==> config.mk <==
export PLATFORM = sky130hd
export DESIGN_NAME = generateproof_hls_deadlock_reporter
export DESIGN_NICKNAME = d
export VERILOG_FILES = /design/src/rtl/generateproof_hls_deadlock_reporter.sv
export SDC_FILE = /design/constraint.sdc
export NUM_CORES = 1
export LEC_CHECK = 0
export CAP_MARGIN = 20
export CORE_MARGIN = 2
export CORE_UTILIZATION = 44
export CTS_BUF_LIST = sky130_fd_sc_hd__clkbuf_4 sky130_fd_sc_hd__clkbuf_8
export CTS_CLUSTER_DIAMETER = 60
export DETAILED_ROUTE_END_ITERATION = 12
export PLACE_DENSITY = 0.75
export SLEW_MARGIN = 20
export SYNTH_ARGS = -nofsm -noshare
export SYNTH_HDL_FRONTEND = slang
export SYNTH_SLANG_ARGS = --single-unit
==> constraint.sdc <==
create_clock -name clock -period 1.8 [get_ports clock]
set_input_delay 0.18 -clock clock [delete_from_list [all_inputs] [get_ports clock]]
set_output_delay 0.18 -clock clock [all_outputs]
set_load 0.01 [all_outputs]
==> src/rtl/generateproof_hls_deadlock_reporter.sv <==
`default_nettype none
// +--------------------------------------------------------------------------+
// | Module   : generateproof_hls_deadlock_reporter                           |
// | Purpose  : confirms persistent monitor blocks, snapshots the block/idle  |
// |            vectors and hands one report over valid/ready.                |
// | Option   : GENERATEPROOF_DEADLOCK_TIMESTAMP_EN adds rpt_timestamp.       |
// | Revision : 1.0                                                           |
// +--------------------------------------------------------------------------+
module generateproof_hls_deadlock_reporter #(
   parameter int NUM_MON        = 2,
   parameter int AXIS_W         = 8,
   parameter int IDLE_W         = 19,
   parameter int BLOCK_W        = 11,
   parameter int CONFIRM_CYCLES = 16,
   parameter int TS_W           = 32,
   localparam int ID_W          = (NUM_MON > 1) ? $clog2(NUM_MON) : 1
) (
   input  logic               clock,
   input  logic               reset,
   input  logic [NUM_MON-1:0] mon_block,
   input  logic [AXIS_W-1:0]  axis_block_sigs,
   input  logic [IDLE_W-1:0]  inst_idle_sigs,
   input  logic [BLOCK_W-1:0] inst_block_sigs,
   input  logic               clear,
   output logic               rpt_valid,
   input  logic               rpt_ready,
   output logic [ID_W-1:0]    rpt_mon_id,
   output logic [AXIS_W-1:0]  rpt_axis,
   output logic [IDLE_W-1:0]  rpt_idle,
   output logic [BLOCK_W-1:0] rpt_inst_block,
   output logic [15:0]        rpt_count,
`ifdef GENERATEPROOF_DEADLOCK_TIMESTAMP_EN
   output logic [TS_W-1:0]    rpt_timestamp,
`endif
   output logic               deadlock_flag
);

   localparam logic [15:0] C_LAST    = 16'(CONFIRM_CYCLES - 1);
   localparam logic [15:0] C_CNT_MAX = 16'hFFFF;

   typedef enum logic [1:0] {
      S_IDLE    = 2'd0,
      S_ARM     = 2'd1,
      S_CONFIRM = 2'd2,
      S_HOLD    = 2'd3
   } state_t;

   state_t             r_state;
   logic [15:0]        r_cnt;
   logic [ID_W-1:0]    r_cand_id;
   logic               r_valid;
   logic [ID_W-1:0]    r_mon_id;
   logic [AXIS_W-1:0]  r_axis;
   logic [IDLE_W-1:0]  r_idle;
   logic [BLOCK_W-1:0] r_inst_block;
   logic [15:0]        r_rpt_count;
   logic               r_flag;

   logic               w_any;
   logic               w_cand_hi;
   logic [ID_W-1:0]    w_low_id;

   assign w_any     = |mon_block;
   assign w_cand_hi = mon_block[r_cand_id];

   // Descending scan so the lowest set index is the final winner.
   always_comb begin
      w_low_id = '0;
      for (int i = NUM_MON - 1; i >= 0; i--) begin
         if (mon_block[i]) w_low_id = ID_W'(i);
      end
   end

`ifdef GENERATEPROOF_DEADLOCK_TIMESTAMP_EN
   logic [TS_W-1:0] r_ts;
   logic [TS_W-1:0] r_ts_snap;

   always_ff @(posedge clock) begin
      if (reset) begin
         r_ts      <= '0;
         r_ts_snap <= '0;
      end else begin
         r_ts <= r_ts + 1'b1;
         if (r_state == S_ARM && !clear && w_cand_hi && r_cnt == C_LAST)
            r_ts_snap <= r_ts;
      end
   end

   assign rpt_timestamp = r_ts_snap;
`endif

   always_ff @(posedge clock) begin
      if (reset) begin
         r_state      <= S_IDLE;
         r_cnt        <= '0;
         r_cand_id    <= '0;
         r_valid      <= 1'b0;
         r_mon_id     <= '0;
         r_axis       <= '0;
         r_idle       <= '0;
         r_inst_block <= '0;
         r_rpt_count  <= '0;
         r_flag       <= 1'b0;
      end else begin
         case (r_state)
            S_IDLE: begin
               if (clear) begin
                  r_flag <= 1'b0;
                  r_cnt  <= '0;
               end else if (w_any) begin
                  r_cand_id <= w_low_id;
                  r_cnt     <= 16'd1;
                  r_state   <= S_ARM;
               end
            end
            S_ARM: begin
               if (clear) begin
                  r_flag  <= 1'b0;
                  r_cnt   <= '0;
                  r_state <= S_IDLE;
               end else if (!w_cand_hi) begin
                  r_cnt   <= '0;
                  r_state <= S_IDLE;
               end else if (r_cnt == C_LAST) begin
                  r_axis       <= axis_block_sigs;
                  r_idle       <= inst_idle_sigs;
                  r_inst_block <= inst_block_sigs;
                  r_mon_id     <= r_cand_id;
                  r_flag       <= 1'b1;
                  r_valid      <= 1'b1;
                  r_cnt        <= '0;
                  r_state      <= S_CONFIRM;
               end else begin
                  r_cnt <= r_cnt + 16'd1;
               end
            end
            // A pending report is never dropped: clear and monitors are ignored.
            S_CONFIRM: begin
               if (rpt_ready) begin
                  r_valid <= 1'b0;
                  if (r_rpt_count != C_CNT_MAX) r_rpt_count <= r_rpt_count + 16'd1;
                  r_state <= S_HOLD;
               end
            end
            S_HOLD: begin
               if (clear) begin
                  r_flag  <= 1'b0;
                  r_cnt   <= '0;
                  r_state <= S_IDLE;
               end else if (!w_any) begin
                  r_state <= S_IDLE;
               end
            end
            default: r_state <= S_IDLE;
         endcase
      end
   end

   assign rpt_valid      = r_valid;
   assign rpt_mon_id     = r_mon_id;
   assign rpt_axis       = r_axis;
   assign rpt_idle       = r_idle;
   assign rpt_inst_block = r_inst_block;
   assign rpt_count      = r_rpt_count;
   assign deadlock_flag  = r_flag;

endmodule
`default_nettype wire

==> flow_results.xml <==
<?xml version="1.0" encoding="UTF-8"?>
<metrics>
  <group name="worst_setup_path">
    <metric name="type_of_the_worst_setup_path" unit="">reg -&gt; reg</metric>
    <metric name="critical_path.max_stage_delay" unit="ns">0.42</metric>
    <metric name="cp_data_required_time" unit="ns">2.09</metric>
    <metric name="startpoint" unit="">r_state[0]</metric>
    <metric name="crit_chain" unit="">buf_6 -&gt; ha_4 -&gt; or3b_4 -&gt; or2_4 -&gt; or4_4 -&gt; a21oi_2</metric>
    <metric name="worst_r2r_startpoint" unit="">r_state[0]</metric>
    <metric name="worst_setup_path_start_kind" unit="">register</metric>
    <metric name="worstPathArrival" unit="ns">2.21</metric>
    <metric name="cpMaxStageDelayCell" unit="">sky130_fd_sc_hd__or4_4</metric>
    <metric name="critPathMaxFanout" unit="">5</metric>
    <metric name="cp-end-kind" unit="">register</metric>
  </group>
  <group name="global_routing">
    <metric name="first_global_vias" unit="">3315</metric>
    <metric name="globalRouteOverflowTotal" unit="">0</metric>
    <metric name="grt_antenna_before_repair" unit="">0</metric>
    <metric name="grt_start_max_net_pins" unit="">38</metric>
    <metric name="grt_pass1_wl" unit="um">15800</metric>
    <metric name="grt_usage" unit="">0.236</metric>
  </group>
  <group name="logic_synthesis">
    <metric name="synth_enable_flop_cells" unit="">0</metric>
    <metric name="synth.yosys.warnings" unit="">0</metric>
    <metric name="synthesized_area_per_cell" unit="um^2">8.03</metric>
    <metric name="postSynth.asyncResetShare" unit="">0</metric>
    <metric name="postSynthRegisterBits" unit="">76</metric>
    <metric name="ys_dominant_reg_cell" unit="">sky130_fd_sc_hd__dfxtp_1</metric>
    <metric name="netlist-cell-type-count" unit="">49</metric>
    <metric name="netlist_area" unit="um^2">3330</metric>
    <metric name="syn-instance-count" unit="">415</metric>
    <metric name="yosysSeqAreaShare" unit="">0.456</metric>
    <metric name="syn-num-nets" unit="">466</metric>
  </group>
  <group name="timing">
    <metric name="timing.final.ws_setup" unit="ns">-0.117</metric>
    <metric name="final_setup_tns" unit="ns">-2.51</metric>
    <metric name="min_period" unit="ns">1.92</metric>
    <metric name="fmax" unit="MHz">522</metric>
    <metric name="pin_slew_with_the_least_headroom_to_its_limit" unit="ns">0.721</metric>
    <metric name="setup_viol_count_final" unit="">50</metric>
    <metric name="final_hold_viol_count" unit="">0</metric>
    <metric name="max_slew_margin" unit="">0.520</metric>
    <metric name="layout_worst_path_cycle_share" unit="">1.07</metric>
    <metric name="fin_skew" unit="ns">0.00896</metric>
    <metric name="timing_max_transition_violations_final" unit="">0</metric>
    <metric name="setup_repair_after_global_routing_missed_its_margin" unit="">yes</metric>
  </group>
  <group name="power_and_ir_drop">
    <metric name="power_switching_share" unit="">0.232</metric>
    <metric name="power.density_cell_area" unit="nW/um^2">653</metric>
    <metric name="p_comb_frac" unit="">0.102</metric>
    <metric name="worst_ir_drop_vdd" unit="mV">0.482</metric>
    <metric name="share_clk_of_total_power" unit="">0.414</metric>
    <metric name="p_int" unit="mW">2.69</metric>
    <metric name="p_seq_frac" unit="">0.484</metric>
    <metric name="power.net_switching" unit="mW">0.812</metric>
    <metric name="power_leakage" unit="nW">1.87</metric>
    <metric name="fin_total_pwr" unit="mW">3.50</metric>
  </group>
  <group name="routing">
    <metric name="detail_route.iter0.violations" unit="">210</metric>
    <metric name="vias" unit="">3538</metric>
    <metric name="drcViolationCount" unit="">0</metric>
    <metric name="firstDrtPassIters" unit="">7</metric>
    <metric name="route.detailed.wl_per_inst" unit="um">15.4</metric>
    <metric name="routed_wl" unit="um">10300</metric>
    <metric name="detail_route.vias_per_cell" unit="">5.27</metric>
    <metric name="final_antenna_net_count" unit="">0</metric>
  </group>
  <group name="flow_run">
    <metric name="drv_cap" unit="">0</metric>
  </group>
  <group name="clocking">
    <metric name="cts_buffer_depth" unit="">2</metric>
    <metric name="clockRootBuffer" unit="">sky130_fd_sc_hd__clkbuf_8</metric>
    <metric name="clock_edge_transition_at_the_registers_on_the_reported_setup_and_hold_paths" unit="ns">0.08</metric>
    <metric name="insertion_delay" unit="ns">0.36</metric>
    <metric name="cts.htree.levels" unit="">3</metric>
    <metric name="numClockSinks" unit="">76</metric>
    <metric name="cts_inserted_buffers" unit="">9</metric>
    <metric name="cts_hold_buf" unit="">0</metric>
    <metric name="cts_tree" unit="">built</metric>
  </group>
  <group name="final_layout">
    <metric name="insertedDiodeCount" unit="">0</metric>
    <metric name="final_nets" unit="">618</metric>
    <metric name="final_area" unit="um^2">5360</metric>
    <metric name="area_occupied_by_multi_input_gates" unit="um^2">1860</metric>
    <metric name="area_growth_from_synthesis_to_final_layout" unit="%">60.7</metric>
    <metric name="layout-drive-gt1-share" unit="">0.212</metric>
    <metric name="register_area" unit="um^2">1530</metric>
    <metric name="fillers" unit="">540</metric>
  </group>
  <group name="placement">
    <metric name="hpwlAfterDp" unit="um">6560</metric>
    <metric name="place.gp.congestion" unit="">0.806</metric>
    <metric name="place_worst_setup_slack" unit="ns">-0.309</metric>
    <metric name="placed_cell_area" unit="um^2">4780</metric>
    <metric name="numPortBuffers" unit="">100</metric>
  </group>
  <group name="floorplan">
    <metric name="start_util" unit="">0.457</metric>
    <metric name="placement_rows" unit="">31</metric>
    <metric name="design.portCount" unit="">101</metric>
    <metric name="die_width" unit="um">91.0</metric>
    <metric name="die-area" unit="um^2">8290</metric>
    <metric name="die_h" unit="um">91.0</metric>
    <metric name="core-area" unit="um^2">7290</metric>
  </group>
  <group name="run_status">
    <metric name="violations" unit="">setup timing</metric>
    <metric name="outcome" unit="">finished, violations left</metric>
  </group>
  <group name="worst_hold_path">
    <metric name="hold_path_startpoint" unit="">reset</metric>
    <metric name="min_path_type" unit="">in -&gt; reg</metric>
  </group>
</metrics>
-- power groups by stage --
| stage | sequential [mW] | clock, mW | combinational, mW |
|---|---|---|---|
| finish | 1.69 | 1.45 | 0.356 |
| global route | 1.69 | 1.55 | 0.372 |
| CTS | 1.69 | 1.47 | 0.312 |
| detailed placement | 1.74 | 0 | 0.275 |
| global placement | 1.74 | 0 | 0.273 |
| floorplan | 1.74 | 0 | 0.104 |
-- worst max-delay path: cells and delay by family (launching register included) --
family / cells / cell delay (ns)
buf+inv: 1 / 0.10
compound gates: 1 / 0.14
fa+ha+maj: 1 / 0.14
flops: 1 / 0.37
simple gates: 3 / 1.10
-- cell families (layout without fill, tap and decap cells) --
logic type	Yosys count	count (layout)	synth area share
AO/OA/AOI/OAI	87	87	0.153
multiplexers	3	3	0.00938
AND/OR/NAND/NOR	193	193	0.272
XOR/XNOR	17	17	0.0447
adder cells (fa/ha/maj)	7	7	0.0263
buffers and inverters	32	189	0.0379
flip-flops	76	76	0.456
-- stage by stage --
step | hold WS, ns | utilization | std cells
after floorplan | 0.277 | - | 415
after detailed placement | 0.442 | 0.655 | 639
final | 0.359 | 0.735 | 671
after CTS | 0.353 | 0.701 | 661
after global placement | 0.437 | 0.655 | 639
after global routing | 0.357 | 0.735 | 671
-- cell type report --
cell class | instances | area share
multi-input cells | 307 | 0.348
repair buffers | 163 | 0.295
flip-flops and latches | 76 | 0.286
clock buffers | 10 | 0.0245
well taps | 99 | 0.0231
clock inverters | 6 | 0.0166
inverters | 10 | 0.00747
-- registers in the layout, indices dropped and copies added, names as in the netlist, named ones only --
register	flops
rpt_idle	19
r_cnt	16
rpt_count	16
rpt_inst_block	11
rpt_axis	8
deadlock_flag	1
r_cand_id	1
r_state	1
rpt_mon_id	1
rpt_valid	1
-- worst paths after layout --
check                            to  slack, ns  depth (start not counted)
hold reg to reg   rpt_inst_block[4]       0.45                          2
setup reg to reg          r_cnt[12]      -0.12                          6
hold / removal         rpt_count[0]       0.36                          2
setup / recovery          r_cnt[12]      -0.12                          6
-- cells in the final DEF (no fill, tap or decap), drive strengths merged, types with 5 or more instances in the layout --
cell type and n:
clkdlybuf4s50 99, nand2 96, dfxtp 76, buf 62
a21oi 57, nor2 32, nand3 15, xnor2 13
clkbuf 12, inv 10, nand4 9, nor3 7
nor4 7, ha 7, a211oi 6, o21ai 5
-- repair_timing --
action / in CTS / in global routing
cloned: 0 / 2
gates resized for setup: 16 / 32
setup endpoints to repair: 19 / 67
pin swaps: 9 / 20
setup buffers: 6 / 8
-- cells in the mapped netlist (3+ instances only) --
cell type	n	area share
sky130_fd_sc_hd__a211oi_1	6	0.014
sky130_fd_sc_hd__a21oi_1	57	0.086
sky130_fd_sc_hd__a31oi_1	4	0.0075
sky130_fd_sc_hd__and3_1	4	0.0075
sky130_fd_sc_hd__and4_1	4	0.011
sky130_fd_sc_hd__buf_2	5	0.0075
sky130_fd_sc_hd__clkbuf_1	15	0.017
sky130_fd_sc_hd__dfxtp_1	76	0.46
sky130_fd_sc_hd__ha_1	7	0.026
sky130_fd_sc_hd__inv_1	10	0.011
sky130_fd_sc_hd__nand2_1	96	0.11
sky130_fd_sc_hd__nand3_1	15	0.023
sky130_fd_sc_hd__nand4_1	9	0.017
sky130_fd_sc_hd__nor2_1	32	0.036
sky130_fd_sc_hd__nor3_1	6	0.0090
sky130_fd_sc_hd__nor4_1	6	0.011
sky130_fd_sc_hd__o21ai_0	5	0.0075
sky130_fd_sc_hd__o31ai_1	3	0.0068
sky130_fd_sc_hd__xnor2_1	13	0.034
sky130_fd_sc_hd__xor2_1	4	0.011
-- per-layer routing --
metal	GRT usage	part of all wire
met1	0.282	0.41
met2	0.391	0.50
met3	0.0589	0.062
met4	0.119	0.028
met5	0	0
No activity file was read; power rests on OpenSTA's default activity.
